<file path="config.mk">
export PLATFORM = sky130hd
export DESIGN_NAME = timer_counter
export DESIGN_NICKNAME = d
export VERILOG_FILES = /design/src/rtl/timer_counter.sv
export SDC_FILE = /design/constraint.sdc
export NUM_CORES = 1
export LEC_CHECK = 0
export CAP_MARGIN = 20
export CORE_MARGIN = 4
export CORE_UTILIZATION = 35
export DETAILED_ROUTE_END_ITERATION = 6
export PLACE_DENSITY = 0.68
export RECOVER_POWER = 100
export SLEW_MARGIN = 25
export SYNTH_ARGS = -nofsm -noshare
export SYNTH_HDL_FRONTEND = slang
export SYNTH_SLANG_ARGS = --single-unit
</file>
<file path="constraint.sdc">
create_clock -name clk -period 6.9 [get_ports clk]
set_input_delay 1.38 -clock clk [delete_from_list [all_inputs] [get_ports clk]]
set_output_delay 1.38 -clock clk [all_outputs]
set_load 0.005 [all_outputs]
</file>
<file path="src/rtl/timer_counter.sv">
// Memory-mapped programmable down-counter timer with one-shot and auto-reload modes.
// Optional count-rate prescaler is enabled by defining TIMER_PRESCALE_EN.
module timer_counter #(
  parameter int PRESCALE = 4
) (
  input  logic        clk,
  input  logic        reset,
  input  logic [1:0]  Addr,
  input  logic        We,
  input  logic [31:0] DIn,
  output logic [31:0] DOut,
  output logic        IRQ
);

  typedef enum logic [1:0] {IDLE, LOAD, CNT, INT} state_t;

  state_t      state, state_next;
  logic [3:0]  ctrl;
  logic [31:0] preset, count, count_next;
  logic        irq_flag, flag_next, en_clr;
  logic        en, im, wr_ctrl, wr_preset, tick;
  logic [1:0]  mode;

  assign en        = ctrl[0];
  assign mode      = ctrl[2:1];
  assign im        = ctrl[3];
  assign wr_ctrl   = We && (Addr == 2'd0);
  assign wr_preset = We && (Addr == 2'd1);

  if (PRESCALE < 1) begin : g_prescale_check
    $error("PRESCALE must be at least 1");
  end

`ifdef TIMER_PRESCALE_EN
  localparam int PSC_W = (PRESCALE > 1) ? $clog2(PRESCALE) : 1;

  logic [PSC_W-1:0] psc;

  assign tick = (psc == PSC_W'(PRESCALE - 1));

  // Prescaler only runs while counting; wraps on each tick.
  always_ff @(posedge clk) begin
    if (reset || state != CNT || tick) psc <= '0;
    else                               psc <= psc + 1'b1;
  end
`else
  assign tick = 1'b1;
`endif

  always_comb begin
    state_next = state;
    count_next = count;
    flag_next  = irq_flag;
    en_clr     = 1'b0;
    case (state)
      IDLE: if (en) state_next = LOAD;
      LOAD: begin
        count_next = preset;
        state_next = CNT;
      end
      CNT: begin
        if (!en) begin
          state_next = IDLE;
        end else if (tick) begin
          if (count > 32'd1) begin
            count_next = count - 32'd1;
          end else begin
            count_next = '0;
            flag_next  = 1'b1;
            state_next = INT;
          end
        end
      end
      INT: begin
        if (mode == 2'd1) begin
          flag_next  = 1'b0;
          state_next = LOAD;
        end else begin
          en_clr     = 1'b1;
          state_next = IDLE;
        end
      end
      default: state_next = IDLE;
    endcase
    // A register write acknowledges the interrupt, even one raised on the same edge.
    if (wr_ctrl || wr_preset) flag_next = 1'b0;
  end

  always_ff @(posedge clk) begin
    if (reset) begin
      state    <= IDLE;
      ctrl     <= '0;
      preset   <= '0;
      count    <= '0;
      irq_flag <= 1'b0;
    end else begin
      state    <= state_next;
      count    <= count_next;
      irq_flag <= flag_next;
      if (wr_ctrl)     ctrl    <= DIn[3:0];
      else if (en_clr) ctrl[0] <= 1'b0;
      if (wr_preset)   preset  <= DIn;
    end
  end

  always_comb begin
    DOut = '0;
    case (Addr)
      2'd0:    DOut = {28'd0, ctrl};
      2'd1:    DOut = preset;
      2'd2:    DOut = count;
      default: DOut = '0;
    endcase
  end

  assign IRQ = irq_flag & im;

endmodule
</file>
==> results by group <==
Run status
  – Status: finished, violations left
  – Failing checks: capacitance limit, slew limit

STA
  – Max-slew violations: 65
  – Worst setup margin: about 1.3 ns
  – Setup TNS: 0 ns
  – Setup-failing EPs final: 0
  – Final Hold Viols: 0
  – Fmax: around 180 MHz
  – Worst-Margin Slew: between 2 and 3 ns
  – Normalized max-slew margin: -0.950
  – Final worst path period share: 0.805
  – Min Tclk post-route: roughly 5.6 ns
  – RSZ-0062 raised after global routing: false
  – Final hold slack: between 0.4 and 0.5 ns
  – Clock Skew: 0.00803 ns

Power
  – Max rail drop VDD: roughly 0.00015 V
  – Total power: between 1 and 1.5 mW
  – Cell Pwr Density: slightly above 200 nW/um^2
  – P_leak: roughly 1.9 nW

Yosys
  – Post-Syn Nets: ~550
  – Synthesized area per cell: a little under 8 um^2
  – Top_reg_cell synth: dfxtp_1
  – Top-area cell type share of the netlist area: 0.355
  – Synth Area in Compound Gates: 0.287
  – Most frequent cell after synthesis: nand2_1
  – Largest family of logic cells by synthesized area: compound AO/OA/AOI/OAI gates
  – Post-synthesis mux area share: 0.0278
  – Synth area leaders: dfxtp_1 (35%), nand2_1 (8.1%), a21oi_1 (7.1%)
  – Synth warnings: 0
  – Synth cell count leaders: nand2_1 (87), dfxtp_1 (71), a21oi_1 (57)
  – Post-synth EDFFs: 0
  – Synth Area in XOR/XNOR: 0.00874
  – Mapped Cells: roughly 500
  – Unique masters post-synth: 66
  – Post-synthesis adder-cell area fraction: 0.00624
  – Synth Area in Simple Gates: 0.249
  – Seq cells post-synth: a little over 70
  – Post-synth ARST share: 0
  – Synth area leader: dfxtp_1
  – Share of the yosys chip area belonging to registers: 0.355
  – Post-synthesis cell area: 4010 um^2

Final layout
  – Area growth, synth to finish: 24.9%
  – Final #Nets: between 500 and 600
  – Fraction of layout cells with a size suffix above 1: 0.0778
  – Antenna Cells: 0

Place
  – I/O Buffers: just under 70
  – Post-detail-place hpwl: between 8000 and 9000 um
  – Place WS: between 1.5 and 2 ns
  – Final GP Congestion: 0.850

Clock tree
  – TritonCTS buffer count: 9
  – Post_cts resized: 0
  – Longest Clk Path Bufs: 2
  – CTS H-tree lvls: 3
  – Clk sinks: 71
  – CTS tree: done
  – Clk slew on worst S/H paths: 0.06 ns
  – Clk_lat worst skew: roughly 0.33 ns
  – Post CTS Setup Buffer Count: 0
  – Clock root cell: clkbuf_16
  – Hold_buf cts: 0

Routing
  – Routed WL per cell: 18.0 um
  – Initial DRT Pass Iterations: 5
  – Remaining DRCs: 0
  – Vias: around 4200
  – Vias per cell: 6.01
  – DRT iter0 DRCs: 378
  – Routed Antenna Nets: 0
  – Routed wire length: approximately 12000 um

Setup path
  – CP Data Required Time: ~5.5 ns
  – Worst setup SP type: input pin
  – Crit path DAT: approximately 4.2 ns
  – Worst Setup Path Type: in -> out
  – Start of the worst register-to-register path: state[0]
  – Setup crit end kind: output pin
  – Cells on worst reg2reg path: 5
  – Worst R2R End: count[8]
  – Crit-path max FO: 18
  – Reg2reg setup slack: about 3.6 ns

GRT
  – Initial antenna violation count: 0
  – Largest net degree at the start of global routing: 65
  – First-pass GRT wire length: just over 20000 um
  – Grt ovf: 0
  – Vias in the first global route: ~3900
  – All-Layer GR Usage: 0.189

Floorplan
  – I/O pin total: 70
  – Die width: about 120 um
  – Die H: approximately 120 um
  – # rows: 38
  – Die area: approximately 13000 um^2
  – Core ar.: ~11000 um^2
  – Initial core utilization: 0.363

Min path
  – Worst hold-check path type: reg -> reg
  – Min-Delay Path Depth: 2
  – Hold path start: preset[26]
  – Hold endpoint: preset[26]

Job
  – Max_cap viols: 1
[routing by layer]
| metal | part of all wire | vias up | routed length, um | track usage |
|---|---|---|---|---|
| li1 | - | 1975 | - | - |
| met1 | 0.45 | 1969 | 5620 | 0.264 |
| met2 | 0.45 | 198 | 5630 | 0.292 |
| met3 | 0.081 | 23 | 1000 | 0.0363 |
| met4 | 0.017 | 0 | 218 | 0.0626 |
| met5 | 0 | - | 0 | 0 |
[kinds of logic after synthesis]
kind of cell | Yosys count
AOI/OAI and AO/OA | 166
buffers and inverters | 57
muxes | 11
adders and majority gates | 2
and+or+nand+nor | 198
DFF | 71
xor gates and xnor gates | 4
[state kept, by name (all words and copies together), names as in the netlist]
signal	flops
irq_flag	1
preset	32
state	2
count	32
ctrl	4
[through the flow]
step / area (um^2) / instances / util
2_1_floorplan: 4010 / 509 / -
3_3_place_gp: 4700 / 678 / 0.426
3_5_place_dp: 4710 / 678 / 0.427
4_1_cts: 5020 / 693 / 0.455
5_1_grt: 5010 / 693 / 0.454
6_report: 5010 / 693 / 0.454
[where the power goes]
group	internal (mW)	switching, mW	total [mW]	leakage (nW)
combinational	0.0520	0.0668	0.119	1.15
clock	0.314	0.178	0.491	0.151
sequential	0.419	0.0109	0.430	0.575
total	0.785	0.255	1.04	1.88
[final cells by class]
cell class | instances | area [um^2]
multi-input cells | 381 | 2330
repair buffers | 75 | 727
inverters | 11 | 41.3
flip-flops and latches | 71 | 1420
well taps | 140 | 175
fillers | 1128 | 6020
clock inverters | 6 | 86.3
clock buffers | 9 | 225
[how the worst max path moves through the flow]
stage,endpoint,slack (ns),start,cells past startpoint
after floorplan,DOut[8],2.93,Addr[1],5
after global placement,DOut[31],1.91,Addr[0],5
after detailed placement,DOut[4],1.86,Addr[0],5
after CTS,DOut[4],1.86,Addr[0],5
after global routing,DOut[4],1.21,Addr[1],5
final,DOut[18],1.35,Addr[1],5
[worst max-delay path: stages]
cell and delay (ns):
dlygate4sd3_1 0.67, nor2b_1 0.94, buf_4 0.42, a22o_1 0.18
dlygate4sd3_1 0.58
[cell usage in the layout, fill, tap and decap left out, types with 4 or more instances in the layout]
cell / n
o41ai_1: 4
dlygate4sd3_1: 34
nand3_1: 8
a22o_1: 27
a32oi_1: 15
a21oi_1: 56
a211oi_1: 4
nand4_1: 5
and2_1: 5
mux2i_1: 10
o21a_1: 4
or3_1: 4
nor3_1: 14
nor2_1: 27
a221oi_1: 5
o21ai_0: 19
nand4b_1: 4
clkdlybuf4s50_1: 34
nand2_1: 87
a31oi_1: 9
inv_1: 11
nor4_1: 12
clkbuf_16: 9
buf_4: 5
dfxtp_1: 71
Note: power is estimated with default switching activity, not from simulation.
==> RTL edit (same flow settings) <==
The 4 states of `state_t` get a one-hot encoding in 4 bits.
--- a/src/rtl/timer_counter.sv
+++ b/src/rtl/timer_counter.sv
@@ -12,7 +12,7 @@
   output logic        IRQ
 );
 
-  typedef enum logic [1:0] {IDLE, LOAD, CNT, INT} state_t;
+  typedef enum logic [3:0] {IDLE = 4'b0001, LOAD = 4'b0010, CNT = 4'b0100, INT = 4'b1000} state_t;
 
   state_t      state, state_next;
   logic [3:0]  ctrl;
Function: no difference found for any inputs over 4 cycles, from zero or initial values and one cycle with reset high; so few cycles prove little.
==> RTL edit against the unedited design <==
- the flow still finishes with violations (capacitance limit, slew limit)
- clock skew down 0.0014 ns
- design area increased by 2.0%
- synthesized cell count increased by 4.5%
- sequential cell count increased by 2
- largest cell class unchanged
- critical endpoint is now DOut[13]
- sequential share of layout area rose by 0.23 points
- largest power group unchanged
- setup slack got worse by 0.067 ns
- routed wire length down 4.1%
- total power shrank 4.6%
- area after synthesis up 1.3%
==> RTL edit: results (changes against the unedited design) <==
| Metric | Value |
|---|---|
| Top flop regs | `count: 32 flops, preset: 32 flops` |
| Nets | `614 (+4.4%)` |
| Layout fillers | `1149 (+1.9%)` |
| Met2 wire length | `5.56 mm (-1.2%)` |
| N_diodes | `0 (unchanged)` |
| Vias in the first global route | `3967 (+1.0%)` |
| DRT iter0 DRCs | `397 (+5.0%)` |
| Final Max Tran Viols | `74 (+14%)` |
| Async SR Flop Fraction | `0% (unchanged)` |
| Max VDD drop | `0.0900 mV (-38%)` |
| Most area-consuming cells after synthesis | `dfxtp_1 (36%), nand2_1 (9.8%), a21oi_1 (6.5%)` |
| Total GRT Usage | `18.3% (-0.61 points)` |
| Pin count of the biggest net entering global routing | `74 (+14%)` |
| WL met3 | `733 um (-27%)` |
| Max-Cap Viols | `1 (unchanged)` |
| Routability cong. | `0.872 (+2.5%)` |
| Dpl hpwl | `8.00 mm (-6.1%)` |
| Critical Path Fanout Max | `18 (unchanged)` |
| Multi-input logic area | `2390 um2 (+2.8%)` |
| Worst min-delay path class | `register to register` |
| WL per Instance | `16.6 um (-8.0%)` |
| Initial antenna violation count | `0 (unchanged)` |
| Critical path arrival | `4.24 ns (+0.07 ns)` |
| Clk_skew | `0.00660 ns (-0.00143 ns)` |
| Post-Syn Area per Cell | `7.63 um2 (-3.1%)` |
| Area fraction of the dominant cell type after synthesis | `36.0% (+0.54 points)` |
| Pleak | `1.89 nW (+0.39%)` |
| M1 GR Usage | `24.6% (-1.7 points)` |
| Worst slack, placed | `1.81 ns (-0.0531 ns)` |
| Via count | `4164 (-0.024%)` |
| Drt total wl | `12.0 mm (-4.1%)` |
| CP max stage delay | `1.01 ns (+0.07 ns)` |
| Syn_nets | `571 (+4.2%)` |
| Routing usage on met3 | `4.23% (+0.60 points)` |
| Xor and xnor area share after synthesis | `0% (-0.87 points)` |
| Share of cells above drive strength 1 | `7.25% (-0.52 points)` |
| Failing checks | `capacitance limit, slew limit` |
| First-pass GRT wire length | `19.7 mm (-3.1%)` |
| Post-synthesis sequential area ratio | `36.0% (+0.54 points)` |
| Slew headroom | `-121% (-26 points)` |
| Adder-Cell Fraction of Synth Area | `0.616% (-0.0079 points)` |
| DRT met1 WL | `5.50 mm (-2.3%)` |
| Placed cell area | `4800 um2 (+2.0%)` |
| Synth cell types | `58 (-12%)` |
| Status | `finished, violations left` |
| Synth Area in Compound Gates | `25.8% (-2.9 points)` |
| Placed insts | `707 (+4.3%)` |
| Top cells by count, synth | `nand2_1 (106), dfxtp_1 (73), a21oi_1 (53)` |
RTL edit: worst paths after layout:
check / cells after the start / slack, ns / endpoint / from
max: 5 / 1.28 / DOut[13] / Addr[1]
min: 2 / 0.47 / preset[12] / preset[12]
max reg2reg: 6 / 3.90 / count[1] / count[4]
min reg2reg: 2 / 0.47 / preset[12] / preset[12]
RTL edit: where the power goes:
group          internal, mW  total, mW  switching, mW
sequential            0.429      0.435        0.00611
clock                 0.313      0.494          0.181
combinational        0.0315     0.0634         0.0319
total                 0.774      0.993          0.219
RTL edit: cell families after synthesis:
family | Yosys count
buf+inv | 50
simple gates | 239
compound gates | 159
mux | 9
flops | 73
fa+ha+maj | 2
RTL edit: final cells by class:
cell class,instances,area share [%]
clock inverters,6,1.64
inverters,5,0.368
multi-input cells,409,46.9
flip-flops and latches,73,28.6
repair buffers,77,14.5
well taps,143,3.50
clock buffers,9,4.41
